## config.mk

```make
export PLATFORM = sky130hd
export DESIGN_NAME = mem_port_arbiter_flat
export DESIGN_NICKNAME = d
export VERILOG_FILES = /design/src/rtl/mem_port_arbiter_pkg.sv /design/src/rtl/mem_port_arbiter_if.sv /design/src/rtl/arb_starve_cnt.sv /design/src/rtl/mem_port_arbiter.sv /design/src/flat_wrapper.sv
export SDC_FILE = /design/constraint.sdc
export NUM_CORES = 1
export LEC_CHECK = 0
export CORE_AREA = 2 2 145 147
export CTS_CLUSTER_SIZE = 25
export DETAILED_ROUTE_END_ITERATION = 6
export DIE_AREA = 0 0 147 149
export PLACE_DENSITY = 0.57
export SLEW_MARGIN = 20
export SYNTH_ARGS = -nofsm -noshare
export SYNTH_HDL_FRONTEND = slang
export SYNTH_SLANG_ARGS = --single-unit
```

## constraint.sdc

```tcl
create_clock -name i_clk -period 1.6 [get_ports i_clk]
set_input_delay 0.32 -clock i_clk [delete_from_list [all_inputs] [get_ports i_clk]]
set_output_delay 0.32 -clock i_clk [all_outputs]
set_load 0.01 [all_outputs]
```

## src/rtl/mem_port_arbiter_pkg.sv

```systemverilog
// Shared core types for the unified memory port arbiter: memory control word,
// response-owner encoding and the fetch-side control constant.
package mem_port_arbiter_pkg;

  localparam int unsigned XLEN     = 32;
  localparam int unsigned STARVE_W = 4;

  typedef struct packed {
    logic [1:0] size;
    logic       sign;
    logic       memWrite;
  } mem_ctrl_t;

  localparam logic [1:0] MEM_SIZE_WORD = 2'b10;

  typedef enum logic [1:0] {
    ARB_RSP_NONE  = 2'd0,
    ARB_RSP_IF    = 2'd1,
    ARB_RSP_MEM   = 2'd2,
    ARB_RSP_MEMWR = 2'd3
  } arb_rsp_t;

  // Fetches are always unsigned word reads.
  localparam mem_ctrl_t FETCH_CTRL = '{size: MEM_SIZE_WORD, sign: 1'b0, memWrite: 1'b0};

endpackage

```

## src/rtl/mem_port_arbiter_if.sv

```systemverilog
// Bus bundle between the IF/MEM requesters, the arbiter and the memory port.
// slave = the arbiter, master = pipeline stages plus memory instance.
interface mem_port_arbiter_if #(
  parameter int unsigned CNT_W = 32
);
  import mem_port_arbiter_pkg::*;

  logic             i_ifReq;
  logic [XLEN-1:0]  i_ifAddr;
  logic             o_ifGnt;
  logic             o_ifValid;
  logic [XLEN-1:0]  o_ifData;

  logic             i_memReq;
  logic [XLEN-1:0]  i_memAddr;
  logic [XLEN-1:0]  i_memWData;
  mem_ctrl_t        i_ctrlMEM;
  logic             o_memGnt;
  logic             o_memValid;
  logic [XLEN-1:0]  o_memRData;

  logic             o_portEn;
  logic [XLEN-1:0]  o_portAddr;
  logic [XLEN-1:0]  o_portWData;
  mem_ctrl_t        o_portCtrl;
  logic [XLEN-1:0]  i_portRData;

  logic             o_stall;
  logic [CNT_W-1:0] o_cntConflict;
  logic [CNT_W-1:0] o_cntIfDeny;
  logic [CNT_W-1:0] o_cntMemDeny;

  modport slave (
    input  i_ifReq, i_ifAddr, i_memReq, i_memAddr, i_memWData, i_ctrlMEM, i_portRData,
    output o_ifGnt, o_ifValid, o_ifData, o_memGnt, o_memValid, o_memRData,
           o_portEn, o_portAddr, o_portWData, o_portCtrl, o_stall,
           o_cntConflict, o_cntIfDeny, o_cntMemDeny
  );

  modport master (
    output i_ifReq, i_ifAddr, i_memReq, i_memAddr, i_memWData, i_ctrlMEM, i_portRData,
    input  o_ifGnt, o_ifValid, o_ifData, o_memGnt, o_memValid, o_memRData,
           o_portEn, o_portAddr, o_portWData, o_portCtrl, o_stall,
           o_cntConflict, o_cntIfDeny, o_cntMemDeny
  );

endinterface

```

## src/rtl/arb_starve_cnt.sv

```systemverilog
// Saturating count of consecutive denied fetch cycles; at_limit_c lets fetch
// win the next conflict.
module arb_starve_cnt
  import mem_port_arbiter_pkg::*;
#(
  parameter int unsigned STARVE_LIMIT = 4
) (
  input  logic i_clk,
  input  logic i_reset_n,
  input  logic if_req,
  input  logic if_gnt,
  output logic at_limit_c
);

  localparam logic [STARVE_W-1:0] LIMIT = STARVE_W'(STARVE_LIMIT);

  logic [STARVE_W-1:0] cnt_q;

  always_ff @(posedge i_clk) begin
    if (!i_reset_n)              cnt_q <= '0;
    else if (!if_req || if_gnt)  cnt_q <= '0;
    else if (cnt_q != LIMIT)     cnt_q <= cnt_q + STARVE_W'(1);
  end

  assign at_limit_c = (cnt_q == LIMIT);

endmodule

```

## src/rtl/mem_port_arbiter.sv

```systemverilog
// Shares the unified memory port between fetch and load/store: data-over-fetch
// priority with starvation escape, response steering, stall. ARB_PERF_COUNTERS_EN adds counters.
module mem_port_arbiter
  import mem_port_arbiter_pkg::*;
#(
  parameter int unsigned STARVE_LIMIT = 4,
  parameter int unsigned CNT_W        = 32
) (
  input  logic              i_clk,
  input  logic              i_reset_n,
  mem_port_arbiter_if.slave bus
);

  localparam logic [1:0] RSP_NONE  = 2'(ARB_RSP_NONE);
  localparam logic [1:0] RSP_IF    = 2'(ARB_RSP_IF);
  localparam logic [1:0] RSP_MEM   = 2'(ARB_RSP_MEM);
  localparam logic [1:0] RSP_MEMWR = 2'(ARB_RSP_MEMWR);

  logic       starve_hit_c;
  logic       if_gnt_c;
  logic       mem_gnt_c;
  logic [1:0] rsp_q;
  logic [1:0] rsp_d;

  arb_starve_cnt #(.STARVE_LIMIT(STARVE_LIMIT)) u_starve (
    .i_clk      (i_clk),
    .i_reset_n  (i_reset_n),
    .if_req     (bus.i_ifReq),
    .if_gnt     (if_gnt_c),
    .at_limit_c (starve_hit_c)
  );

  // Data wins conflicts unless fetch has been starved up to the limit.
  always_comb begin
    if_gnt_c  = 1'b0;
    mem_gnt_c = 1'b0;
    if (i_reset_n) begin
      if (bus.i_ifReq && (!bus.i_memReq || starve_hit_c)) if_gnt_c  = 1'b1;
      else if (bus.i_memReq)                              mem_gnt_c = 1'b1;
    end
  end

  assign bus.o_ifGnt     = if_gnt_c;
  assign bus.o_memGnt    = mem_gnt_c;
  assign bus.o_portEn    = if_gnt_c | mem_gnt_c;
  assign bus.o_portAddr  = mem_gnt_c ? bus.i_memAddr  : bus.i_ifAddr;
  assign bus.o_portWData = mem_gnt_c ? bus.i_memWData : '0;
  assign bus.o_portCtrl  = mem_gnt_c ? bus.i_ctrlMEM  : FETCH_CTRL;
  assign bus.o_stall     = (bus.i_ifReq & ~if_gnt_c) | (bus.i_memReq & ~mem_gnt_c);

  always_ff @(posedge i_clk) begin
    if (!i_reset_n) rsp_q <= RSP_NONE;
    else            rsp_q <= rsp_d;
  end

  // Next owner comes from this cycle's grant; outputs steer the returning word.
  always_comb begin
    rsp_d          = RSP_NONE;
    bus.o_ifValid  = 1'b0;
    bus.o_ifData   = '0;
    bus.o_memValid = 1'b0;
    bus.o_memRData = '0;

    if (if_gnt_c)       rsp_d = RSP_IF;
    else if (mem_gnt_c) rsp_d = bus.i_ctrlMEM.memWrite ? RSP_MEMWR : RSP_MEM;

    case (rsp_q)
      RSP_IF: begin
        bus.o_ifValid = 1'b1;
        bus.o_ifData  = bus.i_portRData;
      end
      RSP_MEM: begin
        bus.o_memValid = 1'b1;
        bus.o_memRData = bus.i_portRData;
      end
      RSP_MEMWR: bus.o_memValid = 1'b1;
      default: ;
    endcase
  end

`ifdef ARB_PERF_COUNTERS_EN
  logic [CNT_W-1:0] cnt_conflict_q;
  logic [CNT_W-1:0] cnt_if_deny_q;
  logic [CNT_W-1:0] cnt_mem_deny_q;

  // Saturating event counters.
  always_ff @(posedge i_clk) begin
    if (!i_reset_n) begin
      cnt_conflict_q <= '0;
      cnt_if_deny_q  <= '0;
      cnt_mem_deny_q <= '0;
    end else begin
      if (bus.i_ifReq && bus.i_memReq && !(&cnt_conflict_q))
        cnt_conflict_q <= cnt_conflict_q + CNT_W'(1);
      if (bus.i_ifReq && !if_gnt_c && !(&cnt_if_deny_q))
        cnt_if_deny_q <= cnt_if_deny_q + CNT_W'(1);
      if (bus.i_memReq && !mem_gnt_c && !(&cnt_mem_deny_q))
        cnt_mem_deny_q <= cnt_mem_deny_q + CNT_W'(1);
    end
  end

  assign bus.o_cntConflict = cnt_conflict_q;
  assign bus.o_cntIfDeny   = cnt_if_deny_q;
  assign bus.o_cntMemDeny  = cnt_mem_deny_q;
`else
  assign bus.o_cntConflict = CNT_W'(0);
  assign bus.o_cntIfDeny   = CNT_W'(0);
  assign bus.o_cntMemDeny  = CNT_W'(0);
`endif

endmodule

```

## src/flat_wrapper.sv

```systemverilog
// flat-port wrapper written by rule: the top's interface ports become plain ports
module mem_port_arbiter_flat import mem_port_arbiter_pkg::*;
#(
  parameter int unsigned STARVE_LIMIT = 4,
  parameter int unsigned CNT_W        = 32
)
  (i_clk, i_reset_n, bus_i_ifReq, bus_i_ifAddr, bus_i_memReq, bus_i_memAddr, bus_i_memWData, bus_i_ctrlMEM, bus_i_portRData, bus_o_ifGnt, bus_o_ifValid, bus_o_ifData, bus_o_memGnt, bus_o_memValid, bus_o_memRData, bus_o_portEn, bus_o_portAddr, bus_o_portWData, bus_o_portCtrl, bus_o_stall, bus_o_cntConflict, bus_o_cntIfDeny, bus_o_cntMemDeny);
  mem_port_arbiter_if #(.CNT_W(CNT_W)) bus_i ();
  input  logic i_clk;
  input  logic i_reset_n;
  input wire logic [$bits(bus_i.i_ifReq)-1:0] bus_i_ifReq;
  input wire logic [$bits(bus_i.i_ifAddr)-1:0] bus_i_ifAddr;
  input wire logic [$bits(bus_i.i_memReq)-1:0] bus_i_memReq;
  input wire logic [$bits(bus_i.i_memAddr)-1:0] bus_i_memAddr;
  input wire logic [$bits(bus_i.i_memWData)-1:0] bus_i_memWData;
  input wire logic [$bits(bus_i.i_ctrlMEM)-1:0] bus_i_ctrlMEM;
  input wire logic [$bits(bus_i.i_portRData)-1:0] bus_i_portRData;
  output wire logic [$bits(bus_i.o_ifGnt)-1:0] bus_o_ifGnt;
  output wire logic [$bits(bus_i.o_ifValid)-1:0] bus_o_ifValid;
  output wire logic [$bits(bus_i.o_ifData)-1:0] bus_o_ifData;
  output wire logic [$bits(bus_i.o_memGnt)-1:0] bus_o_memGnt;
  output wire logic [$bits(bus_i.o_memValid)-1:0] bus_o_memValid;
  output wire logic [$bits(bus_i.o_memRData)-1:0] bus_o_memRData;
  output wire logic [$bits(bus_i.o_portEn)-1:0] bus_o_portEn;
  output wire logic [$bits(bus_i.o_portAddr)-1:0] bus_o_portAddr;
  output wire logic [$bits(bus_i.o_portWData)-1:0] bus_o_portWData;
  output wire logic [$bits(bus_i.o_portCtrl)-1:0] bus_o_portCtrl;
  output wire logic [$bits(bus_i.o_stall)-1:0] bus_o_stall;
  output wire logic [$bits(bus_i.o_cntConflict)-1:0] bus_o_cntConflict;
  output wire logic [$bits(bus_i.o_cntIfDeny)-1:0] bus_o_cntIfDeny;
  output wire logic [$bits(bus_i.o_cntMemDeny)-1:0] bus_o_cntMemDeny;
  assign bus_i.i_ifReq = bus_i_ifReq;
  assign bus_i.i_ifAddr = bus_i_ifAddr;
  assign bus_i.i_memReq = bus_i_memReq;
  assign bus_i.i_memAddr = bus_i_memAddr;
  assign bus_i.i_memWData = bus_i_memWData;
  assign bus_i.i_ctrlMEM = bus_i_ctrlMEM;
  assign bus_i.i_portRData = bus_i_portRData;
  assign bus_o_ifGnt = bus_i.o_ifGnt;
  assign bus_o_ifValid = bus_i.o_ifValid;
  assign bus_o_ifData = bus_i.o_ifData;
  assign bus_o_memGnt = bus_i.o_memGnt;
  assign bus_o_memValid = bus_i.o_memValid;
  assign bus_o_memRData = bus_i.o_memRData;
  assign bus_o_portEn = bus_i.o_portEn;
  assign bus_o_portAddr = bus_i.o_portAddr;
  assign bus_o_portWData = bus_i.o_portWData;
  assign bus_o_portCtrl = bus_i.o_portCtrl;
  assign bus_o_stall = bus_i.o_stall;
  assign bus_o_cntConflict = bus_i.o_cntConflict;
  assign bus_o_cntIfDeny = bus_i.o_cntIfDeny;
  assign bus_o_cntMemDeny = bus_i.o_cntMemDeny;
  mem_port_arbiter #(.STARVE_LIMIT(STARVE_LIMIT), .CNT_W(CNT_W)) u_core (.i_clk(i_clk), .i_reset_n(i_reset_n), .bus(bus_i));
endmodule
```

==> results by group <==
Clock network
  • Total CTS buffers: 3
  • CTS clk-pin slew, worst paths: 0.03 ns
  • CTS sink count: 6
  • Cts hold-fix bufs: 0
  • CTS tree: built
  • H-tree depth: 1
  • Clock root cell: clkbuf_16
  • Clock tree buffer depth: 2
  • Clk_lat worst skew: approximately 0.23 ns

Final layout
  • Most frequent cells in the layout: buf_6, clkdlybuf4s50_1, conb_1
  • Synthesis-to-finish area growth: 175%
  • Leading cell type in the layout, fill and taps excluded: buf_6
  • Fillers: around 2100
  • Nets@finish: about 740
  • Layout cells sized above 1: between 50% and 60%

GRT
  • Vias in the first global route: about 2600
  • Total GRT Usage: under 10%
  • First-pass GRT wire length: approximately 16000 microns
  • Antenna violations before repair: 2
  • Largest net degree at the start of global routing: 21
  • Congestion Overflow GR: 0

Yosys
  • Synth warn: 0
  • Post-synthesis sequential area ratio: 5.39%
  • Cells after synthesis: approximately 280
  • Main synth FF type: dfxtp_1
  • Synthesized cell area: between 0.002 and 0.0025 sq mm
  • Async set-reset flop share out of synthesis: 0%
  • Post-synth EDFFs: 0
  • Syn_area_per_cell: around 8.1 sq um
  • Post-synth cell types: 22
  • Post-synthesis register bit count: 6

Floorplan
  • CORE AREA: between 0.02 and 0.025 sq mm
  • Die X: 147 microns
  • Die Ht: roughly 150 microns
  • Area of the die: 0.0219 sq mm
  • Num rows: 53
  • Ports: 370
  • Initial Util: a little over a tenth

Placed design
  • Placer Congestion: between 0.6 and 0.7
  • Hpwl dp: 8840 microns
  • Number of I/O port buffers: approximately 270

Worst setup path
  • Setup Crit Path Kind: flip-flop to output port
  • Startpoint Class: flip-flop
  • Worst EP arrival: 1.85 ns
  • FF-to-FF setup slack: between 0.15 and 0.2 ns
  • Worst Path Required: between 1 and 1.5 ns
  • CP Capture Type: output port
  • CP Max Fanout: 15

Power
  • Switching power: 645 uW
  • PwrDens: ~340 mW/mm^2
  • Pint: approximately 1500 uW
  • Peak supply drop: approximately 0.23 mV
  • Logic pwr share: roughly 73%
  • Switching share of power: 30.7%
  • Sequential share of power: around 7.6%
  • Clock network power share: 19.1%
  • Leak Pwr: 0.00295 uW
  • Pwr Total: 2100 uW

Drt
  • First-pass DRT Iterations: 4
  • Drt total wl: ~12000 microns
  • Via count: approximately 2800
  • # DRC: 0
  • Vias per inst: about 3.1
  • Iter 0 DRT Violations: 37
  • Average wire per standard cell: approximately 14 microns
  • ANT nets after route: 0

STA
  • Final Critical Period: 2.17 ns
  • RSZ-0062 raised after global routing: yes
  • Hold slack: 0.509 ns
  • Fin crit share: 136%
  • Final setup viols: 130
  • Setup Skew: ~0.0011 ns
  • Hold Vio Cnt, Final: 0
  • Fin worst setup slack: -0.574 ns
  • Fin. max-slew vios: 0
  • Fmax: 460 MHz
  • Setup TNS: -35.31 ns

Job
  • Max cap viols: 0

Run status
  • Failing checks: setup timing
  • Status: finished with violations

Hold path
  • Worst Hold Class: flip-flop to flip-flop
-- sequential cells by signal, summed over array words and instances (netlist names) --
register,count
u_core.rsp_q,2
u_core.u_starve.cnt_q,4
-- timing repair --
action,CTS,global route
buffers inserted,31,16
cloned,9,0
pin swaps,20,33
gates resized for setup,621,188
setup endpoints to repair,137,134
-- worst paths after layout --
check	startpoint	end	cells past startpoint
max reg2reg	u_core.u_starve.cnt_q[1]$_SDFFE_PP0N_	u_core.rsp_q[0]$_SDFF_PN0_	9
min	u_core.u_starve.cnt_q[0]$_SDFFE_PP0N_	u_core.u_starve.cnt_q[0]$_SDFFE_PP0N_	2
min reg2reg	u_core.u_starve.cnt_q[0]$_SDFFE_PP0N_	u_core.u_starve.cnt_q[0]$_SDFFE_PP0N_	2
max	u_core.u_starve.cnt_q[1]$_SDFFE_PP0N_	bus_o_portAddr[6]	8
-- power by group through the flow --
stage          Combinational (uW)  Sequential, uW  Clock [uW]
2_1_floorplan                 638             160           0
3_3_place_gp                 1220             161           0
3_5_place_dp                 1220             161           0
4_1_cts                      1420             159         405
5_1_grt                      1640             159         415
6_report                     1540             159         400
-- through the flow --
step	std cells	utilization (%)	setup WS, ns	cell area, sq um
global placement	829	24.7	-0.880	5080
detailed placement	829	24.7	-0.856	5080
CTS	871	27.3	-0.666	5610
floorplan	371	-	-0.0789	2640
global route	878	29.8	-0.632	6120
finish	880	29.8	-0.574	6120
-- routing by layer --
metal	up-vias	share of wire, %	global-route usage, %
met2	192	57	19.9
met4	0	0.44	1.15
li1	1329	-	-
met1	1237	33	10.1
met5	-	0	0
met3	5	9.6	2.97
-- cells in the mapped netlist (2+ instances only) --
| library cell | instances | area, sq um |
|---|---|---|
| nor2_1 | 6 | 22.5 |
| and2_1 | 99 | 619 |
| a21oi_1 | 3 | 15.0 |
| dfxtp_1 | 6 | 120 |
| buf_6 | 5 | 56.3 |
| nor2b_1 | 2 | 12.5 |
| buf_4 | 96 | 721 |
| mux2_4 | 32 | 480 |
| clkbuf_1 | 9 | 33.8 |
| ha_1 | 2 | 25.0 |
| inv_1 | 5 | 18.8 |
-- final cells by class --
| class | count | area [sq um] | share of cell area (%) |
|---|---|---|---|
| clock buffer | 3 | 75.1 | 1.23 |
| sequential | 6 | 128 | 2.08 |
| multi-input combinational | 250 | 1910 | 31.3 |
| antenna | 2 | 5.00 | 0.0817 |
| inverter | 5 | 18.8 | 0.306 |
| timing repair buffer | 339 | 3640 | 59.4 |
| tap | 275 | 344 | 5.62 |
-- logic make-up (layout without fill, tap and decap cells) --
logic type      after synthesis  count (layout)  share of synthesized area (%)
mux                          33              33                           22.0
simple gates                111             111                           31.0
flops                         6               6                           5.39
buf+inv                     115             347                           37.2
xor+xnor                      1               1                          0.393
fa+ha+maj                     2               2                           1.12
compound gates                7               7                           2.64
other cells                   1              98                          0.168
-- critical path, stage by stage (launching register included) --
cell,delay [ns]
dfxtp_2,0.31
inv_2,0.06
ha_4,0.14
nand3b_4,0.09
o211a_4,0.29
buf_12,0.16
buf_4,0.14
mux2_4,0.29
buf_6,0.12
Note: power is estimated with default switching activity, not from simulation.
